===== config.mk =====
export PLATFORM = sky130hd
export DESIGN_NAME = output_score_accum_flat
export DESIGN_NICKNAME = d
export VERILOG_FILES = /design/src/rtl/nn_pkg.sv /design/src/rtl/output_score_accum_if.sv /design/src/rtl/score_mac.sv /design/src/rtl/output_score_accum.sv /design/src/flat_wrapper.sv
export SDC_FILE = /design/constraint.sdc
export NUM_CORES = 2
export LEC_CHECK = 0
export ABC_CLOCK_PERIOD_IN_PS = 7930
export CORE_UTILIZATION = 50
export CTS_BUF_LIST = sky130_fd_sc_hd__clkbuf_4
export CTS_CLUSTER_DIAMETER = 150
export DETAILED_ROUTE_END_ITERATION = 10
export HOLD_SLACK_MARGIN = 0.08
export PLACE_DENSITY = 0.69
export REMOVE_ABC_BUFFERS = 1
export SLEW_MARGIN = 25
export SYNTH_ARGS = -nofsm -noshare
export SYNTH_HDL_FRONTEND = slang
export SYNTH_SLANG_ARGS = --single-unit
export TNS_END_PERCENT = 1

===== constraint.sdc =====
create_clock -name clk -period 7.93 [get_ports clk]
set_clock_uncertainty 0.1 [all_clocks]
set_input_delay 0.793 -clock clk [delete_from_list [all_inputs] [get_ports clk]]
set_output_delay 0.793 -clock clk [all_outputs]
set_load 0.05 [all_outputs]

===== src/rtl/nn_pkg.sv =====
// rtl/nn_pkg.sv - shared widths, weight vector type and FSM states for the output-layer scorer
package nn_pkg;

    localparam int N_CLASS = 10;
    localparam int ACT_W   = 8;
    localparam int W_W     = 8;
    localparam int PROD_W  = 17;
    localparam int SCORE_W = 26;

    // Ten signed weights; class k lives in element k, i.e. bits [8k+7:8k].
    typedef logic signed [N_CLASS-1:0][W_W-1:0] w_vec_t;

    typedef enum logic {
        ST_ACCUM = 1'b0,
        ST_DRAIN = 1'b1
    } state_t;

    // max_selector compares unsigned, so negative totals become zero.
    function automatic logic [SCORE_W-1:0] clamp_score(input logic signed [SCORE_W-1:0] acc);
        return acc[SCORE_W-1] ? '0 : acc;
    endfunction

endpackage


===== src/rtl/output_score_accum_if.sv =====
// rtl/output_score_accum_if.sv - activation/weight beat stream into the scorer
interface output_score_accum_if;
    import nn_pkg::*;

    logic               in_valid;
    logic               in_ready;
    logic [ACT_W-1:0]   in_act;
    w_vec_t             in_w;
    logic               in_last;

    modport master (output in_valid, output in_act, output in_w, output in_last, input in_ready);
    modport slave  (input in_valid, input in_act, input in_w, input in_last, output in_ready);

endinterface


===== src/rtl/score_mac.sv =====
// rtl/score_mac.sv - one class lane: product register, accumulator, clamped score register
module score_mac
    import nn_pkg::*;
(
    input  logic                    clk,
    input  logic                    rst,
    input  logic                    ld_en,
    input  logic [ACT_W-1:0]        act,
    input  logic signed [W_W-1:0]   w,
    input  logic                    acc_en,
    input  logic                    first,
    input  logic                    out_en,
    output logic [SCORE_W-1:0]      score
);

    logic signed [PROD_W-1:0]  act_s;
    logic signed [PROD_W-1:0]  w_s;
    logic signed [PROD_W-1:0]  prod_c;
    logic signed [PROD_W-1:0]  prod_q;
    logic signed [SCORE_W-1:0] prod_ext;
    logic signed [SCORE_W-1:0] acc_q;

    // Activation is unsigned, weight signed; the true product always fits 17 signed bits.
    assign act_s    = {{(PROD_W-ACT_W){1'b0}}, act};
    assign w_s      = {{(PROD_W-W_W){w[W_W-1]}}, w};
    assign prod_c   = act_s * w_s;
    assign prod_ext = {{(SCORE_W-PROD_W){prod_q[PROD_W-1]}}, prod_q};

    // Stage 1: capture the product of an accepted beat.
    always_ff @(posedge clk or negedge rst) begin
        if (!rst)
            prod_q <= '0;
        else if (ld_en)
            prod_q <= prod_c;
    end

    // Stage 2: first beat of a frame loads, later beats add.
    always_ff @(posedge clk or negedge rst) begin
        if (!rst)
            acc_q <= '0;
        else if (acc_en)
            acc_q <= first ? prod_ext : acc_q + prod_ext;
    end

    // Stage 3: publish the clamped total only for a good frame; held otherwise.
    always_ff @(posedge clk or negedge rst) begin
        if (!rst)
            score <= '0;
        else if (out_en)
            score <= clamp_score(acc_q);
    end

endmodule


===== src/rtl/output_score_accum.sv =====
// rtl/output_score_accum.sv - ten-class dot-product scorer with frame length checking
module output_score_accum
    import nn_pkg::*;
#(
    parameter int N_IN = 784
) (
    input  logic                clk,
    input  logic                rst,
    output_score_accum_if.slave in_if,
    output logic [SCORE_W-1:0]  s0,
    output logic [SCORE_W-1:0]  s1,
    output logic [SCORE_W-1:0]  s2,
    output logic [SCORE_W-1:0]  s3,
    output logic [SCORE_W-1:0]  s4,
    output logic [SCORE_W-1:0]  s5,
    output logic [SCORE_W-1:0]  s6,
    output logic [SCORE_W-1:0]  s7,
    output logic [SCORE_W-1:0]  s8,
    output logic [SCORE_W-1:0]  s9,
    output logic                Input_Valid,
    output logic                frame_err
);

    localparam int              CNT_W   = (N_IN > 1) ? $clog2(N_IN) : 1;
    localparam logic [CNT_W-1:0] CNT_END = CNT_W'(N_IN - 1);

    state_t             state_q, state_d;
    logic [CNT_W-1:0]   cnt_q, cnt_d;
    logic               ready_q;
    logic               drop_q;
    logic               fire;
    logic               at_end;
    logic               first_c;
    logic               take;
    logic               good_c;
    logic               err_c;

    logic               v1_q, first1_q, good1_q, err1_q;
    logic               good2_q, err2_q;

    logic [SCORE_W-1:0] score [N_CLASS];

    assign in_if.in_ready = ready_q;
    assign fire    = in_if.in_valid & ready_q;
    assign drop_q  = (state_q == ST_DRAIN);
    assign at_end  = (cnt_q == CNT_END);
    assign first_c = (cnt_q == '0);

    // Ready is low only while reset is applied.
    always_ff @(posedge clk or negedge rst) begin
        if (!rst)
            ready_q <= 1'b0;
        else
            ready_q <= 1'b1;
    end

    // Beat counter and drain state.
    always_ff @(posedge clk or negedge rst) begin
        if (!rst) begin
            state_q <= ST_ACCUM;
            cnt_q   <= '0;
        end else begin
            state_q <= state_d;
            cnt_q   <= cnt_d;
        end
    end

    // Classify each accepted beat; end of frame is either in_last or a full count.
    always_comb begin
        state_d = state_q;
        cnt_d   = cnt_q;
        take    = 1'b0;
        good_c  = 1'b0;
        err_c   = 1'b0;
        if (fire) begin
            if (drop_q) begin
                if (in_if.in_last)
                    state_d = ST_ACCUM;
            end else begin
                take = 1'b1;
                if (in_if.in_last || at_end) begin
                    cnt_d  = '0;
                    good_c = in_if.in_last && at_end;
                    err_c  = in_if.in_last != at_end;
                    if (at_end && !in_if.in_last)
                        state_d = ST_DRAIN;
                end else begin
                    cnt_d = cnt_q + 1'b1;
                end
            end
        end
    end

    // Beat flags travel alongside the lane pipeline so strobes line up with the scores.
    always_ff @(posedge clk or negedge rst) begin
        if (!rst) begin
            v1_q        <= 1'b0;
            first1_q    <= 1'b0;
            good1_q     <= 1'b0;
            err1_q      <= 1'b0;
            good2_q     <= 1'b0;
            err2_q      <= 1'b0;
            Input_Valid <= 1'b0;
            frame_err   <= 1'b0;
        end else begin
            v1_q        <= take;
            first1_q    <= first_c;
            good1_q     <= good_c;
            err1_q      <= err_c;
            good2_q     <= v1_q & good1_q;
            err2_q      <= v1_q & err1_q;
            Input_Valid <= good2_q;
            frame_err   <= err2_q;
        end
    end

    for (genvar k = 0; k < N_CLASS; k++) begin : g_lane
        score_mac u_mac (
            .clk    (clk),
            .rst    (rst),
            .ld_en  (take),
            .act    (in_if.in_act),
            .w      (in_if.in_w[k]),
            .acc_en (v1_q),
            .first  (first1_q),
            .out_en (good2_q),
            .score  (score[k])
        );
    end

    assign s0 = score[0];
    assign s1 = score[1];
    assign s2 = score[2];
    assign s3 = score[3];
    assign s4 = score[4];
    assign s5 = score[5];
    assign s6 = score[6];
    assign s7 = score[7];
    assign s8 = score[8];
    assign s9 = score[9];

endmodule

===== src/flat_wrapper.sv =====
// flat-port wrapper written by rule: the top's interface ports become plain ports
module output_score_accum_flat import nn_pkg::*;
#(
    parameter int N_IN = 784
)
  (clk, rst, s0, s1, s2, s3, s4, s5, s6, s7, s8, s9, Input_Valid, frame_err, in_if_in_valid, in_if_in_act, in_if_in_w, in_if_in_last, in_if_in_ready);
  output_score_accum_if in_if_i ();
  input  logic clk;
  input  logic rst;
  output logic [SCORE_W-1:0] s0;
  output logic [SCORE_W-1:0] s1;
  output logic [SCORE_W-1:0] s2;
  output logic [SCORE_W-1:0] s3;
  output logic [SCORE_W-1:0] s4;
  output logic [SCORE_W-1:0] s5;
  output logic [SCORE_W-1:0] s6;
  output logic [SCORE_W-1:0] s7;
  output logic [SCORE_W-1:0] s8;
  output logic [SCORE_W-1:0] s9;
  output logic Input_Valid;
  output logic frame_err;
  input wire logic [$bits(in_if_i.in_valid)-1:0] in_if_in_valid;
  input wire logic [$bits(in_if_i.in_act)-1:0] in_if_in_act;
  input wire logic [$bits(in_if_i.in_w)-1:0] in_if_in_w;
  input wire logic [$bits(in_if_i.in_last)-1:0] in_if_in_last;
  output wire logic [$bits(in_if_i.in_ready)-1:0] in_if_in_ready;
  assign in_if_i.in_valid = in_if_in_valid;
  assign in_if_i.in_act = in_if_in_act;
  assign in_if_i.in_w = in_if_in_w;
  assign in_if_i.in_last = in_if_in_last;
  assign in_if_in_ready = in_if_i.in_ready;
  output_score_accum #(.N_IN(N_IN)) u_core (.clk(clk), .rst(rst), .in_if(in_if_i), .s0(s0), .s1(s1), .s2(s2), .s3(s3), .s4(s4), .s5(s5), .s6(s6), .s7(s7), .s8(s8), .s9(s9), .Input_Valid(Input_Valid), .frame_err(frame_err));
endmodule

==> results.yml <==
final_layout:
  final_nets: 8552
  design_area_mm2: 0.0693
  final_cells: 9183
  drive_above_1_share_pct: 5.99
  nFillCells: 11300
  post-route-util_pct: 56.7
  area_delta_synth_final_pct: 11.8
  ff_latch_area_mm2: 0.0175
  multi_input_area_mm2: 0.0400
power:
  powerDensity_mw_per_mm2: 309
  ir_worst_vdd_mv: 0.151
  total_power_mw: 21.4
  leakage_nw: 33.2
clock_tree:
  cts_tree: "yes"
  cts_root_buf: "clkbuf_4"
  numCtsBuffers: 199
  clock-sinks: 700
  htree_levels: 4
  hold_buffers: 6
  cts_resized: 0
  postCtsSetupBuffers: 0
  clk_pin_slew_ns: 0.06
  clkLatencyLatePin_ns: 1.21
  clockBufferDepth: 3
routing:
  drc: 0
  via_per_inst: 5.41
  route.vias.total: 49600
  routed_wirelength_um: 150000
  ant_nets: 0
  first_pass_iters: 8
  wl_per_cell_um: 16.4
  drtIter0Drc: 2627
setup_path:
  crit_type: "primary input to flip-flop"
  cp_max_fo: 47
  required_ns: 8.95
  cp.arrival_ns: 6.20
  cp-end-kind: "flip-flop"
  cp-start-kind: "primary input"
timing:
  hold_viol_final: 0
  worst_pin_slew_ns: 1.00
  hold_ws_ns: 0.276
  setup_viol: 0
  finalCriticalPeriod_ns: 5.18
  rsz0062_at_grt: "no"
  fmax_mhz: 193
  drv_slew: 0
  finalCritPeriodShare_pct: 65.3
  relSlewSlack_pct: 33.2
yosys:
  synth.distinct_cells: 76
  synthCells: 7100
  yosys_register_bits: 700
  yosys_warnings: 0
  synth_common_cells: "inv_1, dfrtp_1, ha_1"
  synth_edf_count: 0
  async_flop_share_pct: 100
  netlist_top_cells_area: "dfrtp_1, ha_1, fa_1"
  ys.flop_type: "dfrtp_1"
  yosysSeqAreaShare_pct: 28.3
  synth_top_area_share_pct: 28.3
  yosysTopAreaCell: "dfrtp_1"
  synth_area_mm2: 0.0620
  yosysMostFrequentCell: "inv_1"
  avgSynthCellArea_um2: 8.73
placed_design:
  placed_cells: 8812
  gp_congestion: 0.897
  io_buffers: 344
  hpwl_um: 110000
  place_area_mm2: 0.0667
global_route:
  grt_max_degree: 180
  grt.total_usage_pct: 24.2
  grt_pass1_vias: 50000
  grt.overflow.total: 0
  grt_pass1_wl_um: 250000
  antenna_found_initial: 19
die:
  fp.dieH_um: 354
  pin_count: 355
  fp.dieW_um: 354
  initial_core_util_pct: 50.7
  dieArea_mm2: 0.125
  row_count: 128
  core_area_mm2: 0.122
flow_run:
  maxCapViolCount: 0
worst_hold_path:
  hold_path.class: "flip-flop to flip-flop"
status:
  status: "complete, no violations"
metal layers:
layer  global-route usage [%]  routed length (um)  share of wire [%]
met5                        0                  39              0.026
met4                     7.64                3120                2.1
met3                     3.81                6880                4.6
met2                     40.2               71000                 47
met1                     32.4               69300                 46
critical path, cell delays in order:
cell and delay [ns]:
dlygate4sd3_1 0.51, buf_2 0.17, buf_4 0.46, and2_1 0.22
ha_1 0.15, inv_1 0.05, fa_1 0.47, inv_1 0.04
ha_1 0.26, inv_1 0.07, fa_1 0.40, inv_1 0.06
ha_1 0.16, inv_1 0.07, fa_1 0.46, nor2b_1 0.12
o21ai_0 0.10, a21boi_0 0.25, o21ai_0 0.12, nand2b_1 0.13
a21oi_1 0.08, o21bai_1 0.19, a21oi_1 0.11, or4b_2 0.65
nand3_1 0.10
report_power, final:
group	switching [mW]	leakage (nW)	internal (mW)
clock	1.63	1.46	1.70
sequential	1.11	8.91	4.51
combinational	6.86	22.9	5.63
path summary, 6_finish.rpt:
check	start	endpoint	slack (ns)	cells after the start
worst max register to register	u_core.g_lane[6].u_mac.prod_q[1]	u_core.g_lane[6].u_mac.acc_q[21]	4.38	11
max in group asynchronous	rst	u_core.g_lane[0].u_mac.score[7]	5.57	5
worst min-delay path	u_core.err2_q	u_core.frame_err	0.28	0
min in group asynchronous	rst	u_core.g_lane[3].u_mac.acc_q[12]	0.75	4
worst max-delay path	in_if_in_act[0]	u_core.g_lane[1].u_mac.prod_q[14]	2.75	25
worst min register to register	u_core.err2_q	u_core.frame_err	0.28	0
through the flow:
stage                     setup TNS, ns  setup WS (ns)
after floorplan                 -267.83          -3.66
after global placement                0           1.64
after detailed placement              0           1.63
after CTS                             0           2.89
after global routing                  0           2.37
final                                 0           2.75
cell type report:
| type | count | area share (%) |
|---|---|---|
| multi-input cells | 5216 | 57.7 |
| diodes | 12 | 0.0433 |
| clock buffers | 282 | 3.05 |
| inverters | 877 | 4.75 |
| clock inverters | 70 | 0.536 |
| repair buffers | 401 | 5.70 |
| well taps | 1625 | 2.93 |
| flip-flops and latches | 700 | 25.3 |
logic make-up (layout without fill, tap and decap cells):
kind of cell | Yosys count | count (layout) | synth area share (%)
buf+inv | 1193 | 1630 | 7.28
mux | 47 | 47 | 0.795
fa+ha+maj | 1065 | 1065 | 26.1
simple gates | 2180 | 2180 | 17.5
xor+xnor | 309 | 309 | 4.36
other cells | 2 | 23 | 0.0121
flops | 700 | 700 | 28.3
compound gates | 1604 | 1604 | 15.7
registers in the layout, summed over array words and instances, names as in the netlist:
signal                      count
u_core.g_lane.u_mac.acc_q     260
u_core.g_lane.u_mac.score     250
u_core.g_lane.u_mac.prod_q    170
u_core.cnt_q                   10
u_core.Input_Valid              1
u_core.drop_q                   1
u_core.err1_q                   1
u_core.err2_q                   1
u_core.first1_q                 1
u_core.frame_err                1
u_core.good1_q                  1
u_core.good2_q                  1
u_core.in_if.in_ready           1
u_core.v1_q                     1
placed cells by master (no fill, tap or decap), types with 20 or more instances in the layout:
cell and count:
inv_1 872, dfrtp_1 696, ha_1 685, nand2_1 665, o21ai_0 523, a21oi_1 489
nor2_1 480, and2_1 405, fa_1 380, clkdlybuf4s50_1 335, clkbuf_4 282, nand3b_1 202
xnor2_1 191, a21o_1 133, xor2_1 118, nor2b_1 105, nand3_1 91, nand2b_1 66
o21bai_1 61, a31oi_1 57, nor3_1 53, clkinv_1 52, o21a_1 50, a31o_2 50
buf_4 45, a211oi_1 34, and3_1 31, mux2i_1 29, o211ai_1 26, or3_1 21
nand4_1 20, o221ai_1 20
Note: power is estimated with default switching activity, not from simulation.
==> variant: new RTL, same flow settings <==
`N_IN` is set to 784 in 2 places; all go to 392.
--- a/src/rtl/output_score_accum.sv
+++ b/src/rtl/output_score_accum.sv
@@ -2,7 +2,7 @@
 module output_score_accum
     import nn_pkg::*;
 #(
-    parameter int N_IN = 784
+    parameter int N_IN = 392
 ) (
     input  logic                clk,
     input  logic                rst,
--- a/src/flat_wrapper.sv
+++ b/src/flat_wrapper.sv
@@ -1,7 +1,7 @@
 // flat-port wrapper written by rule: the top's interface ports become plain ports
 module output_score_accum_flat import nn_pkg::*;
 #(
-    parameter int N_IN = 784
+    parameter int N_IN = 392
 )
   (clk, rst, s0, s1, s2, s3, s4, s5, s6, s7, s8, s9, Input_Valid, frame_err, in_if_in_valid, in_if_in_act, in_if_in_w, in_if_in_last, in_if_in_ready);
   output_score_accum_if in_if_i ();
Behaviour: no difference found for any inputs over 4 cycles, from zero or initial values and one cycle with rst low; that may be too few to reach the edited logic, so the function may still have changed.
==> variant against the unedited design <==
- final area up 0.29%
- synthesized area up 0.21%
- worst setup slack worse by 0.28 ns
- power up 1.4%
- sequential power about the same
- wire length up 2.4%
- critical path depth down 4
- sequential cell count down 1
- critical endpoint is now u_core.g_lane[1].u_mac.prod_q[16]
==> variant: results (changes against the unedited design) <==
The run finished with clean final reports. The multiplexer area fraction after synthesis was 0.00661 (was 0.00795). The final RePlAce weighted congestion is 0.902 (was 0.897). The class of the tightest hold or removal check was primary input to async pin (was flop to flop).

For the iteration count of the initial detailed-routing pass, the log shows 6 (was 8). Setup slack after placement: 1.56 ns (was 1.63 ns). Data arrival time of the critical path: 6.38 ns (was 6.20 ns). The reported net switching power is 9.73 mW (was 9.60 mW). The run gives 0.0668 mm² (was 0.0667 mm²) as the placed cell area. Synth cell count leaders: inv_1 (822), dfrtp_1 (699), ha_1 (685), nand2_1 (597), o21ai_0 (472) (was inv_1 (875), dfrtp_1 (700), ha_1 (685), nand2_1 (666), o21ai_0 (523)). The logs give 2616 (was 2627) for the first-iteration detailed-routing DRC count and 198 (was 199) for the clock buffer count from CTS. The tools report the number of unique standard cell types used by synthesis as 87 (was 76). Number of global-route vias before repair: 49100 (was 50000).

The hold-fix buffer count after cts came out at 5 (was 6). Delay of the slowest cell on the worst path: 0.53 ns (was 0.65 ns). The logs give 7.50 mm (was 6.88 mm) for the detailed route wirelength on metal3 and 72.7 mm (was 71.0 mm) for the met2 wire length. The logs give 2.47 ns (was 2.75 ns) for the post-layout worst setup margin and 0.170 mV (was 0.151 mV) for the worst IR drop on VDD.

The area share of buffers outside the clock network was 0.0563 (was 0.0570); the cell total after placement was 8717 (was 8812). The xor and xnor area share after synthesis is 0.0424 (was 0.0436). The run gives 154 mm (was 150 mm) as the wire length after detailed routing. The worst hold-check slack is 0.237 ns (was 0.276 ns), and the setup slack of the most critical reg-to-reg path is 4.21 ns (was 4.38 ns). The worst-path cell with the longest stage delay is buf_4 (was or4b_2). The cell depth of the worst flop-to-flop path was 8 (was 11).
variant: changes by cell type in the layout (fill, tap and decap cells not counted), sizes merged, moves of 38 or more:
| cell | before | now |
|---|---|---|
| nand2 | 666 | 597 |
| a21o | 133 | 181 |
| nand3b | 202 | 156 |
| a31o | 51 | 99 |
| o21ai | 526 | 488 |
| inv | 877 | 825 |
variant: worst register-to-register path, delay by kind of cell, from the launching register on:
family          cells  cell delay, ns
buf+inv             3            1.46
simple gates        2            0.86
flops               1            0.70
compound gates      2            0.42
mux                 1            0.09
variant: power groups by stage:
stage	combinational [mW]	sequential (mW)	clock, mW
6_report	12.6	5.60	3.52
5_1_grt	14.3	5.73	3.84
4_1_cts	12.6	5.62	3.66
3_5_place_dp	12.5	5.68	0
3_3_place_gp	12.2	5.64	0
2_1_floorplan	10.2	5.32	0
variant: layer usage:
metal	vias to the layer above	GRT usage
li1	24300	-
met1	24000	0.328
met2	1021	0.406
met3	219	0.0428
met4	12	0.0854
met5	-	0
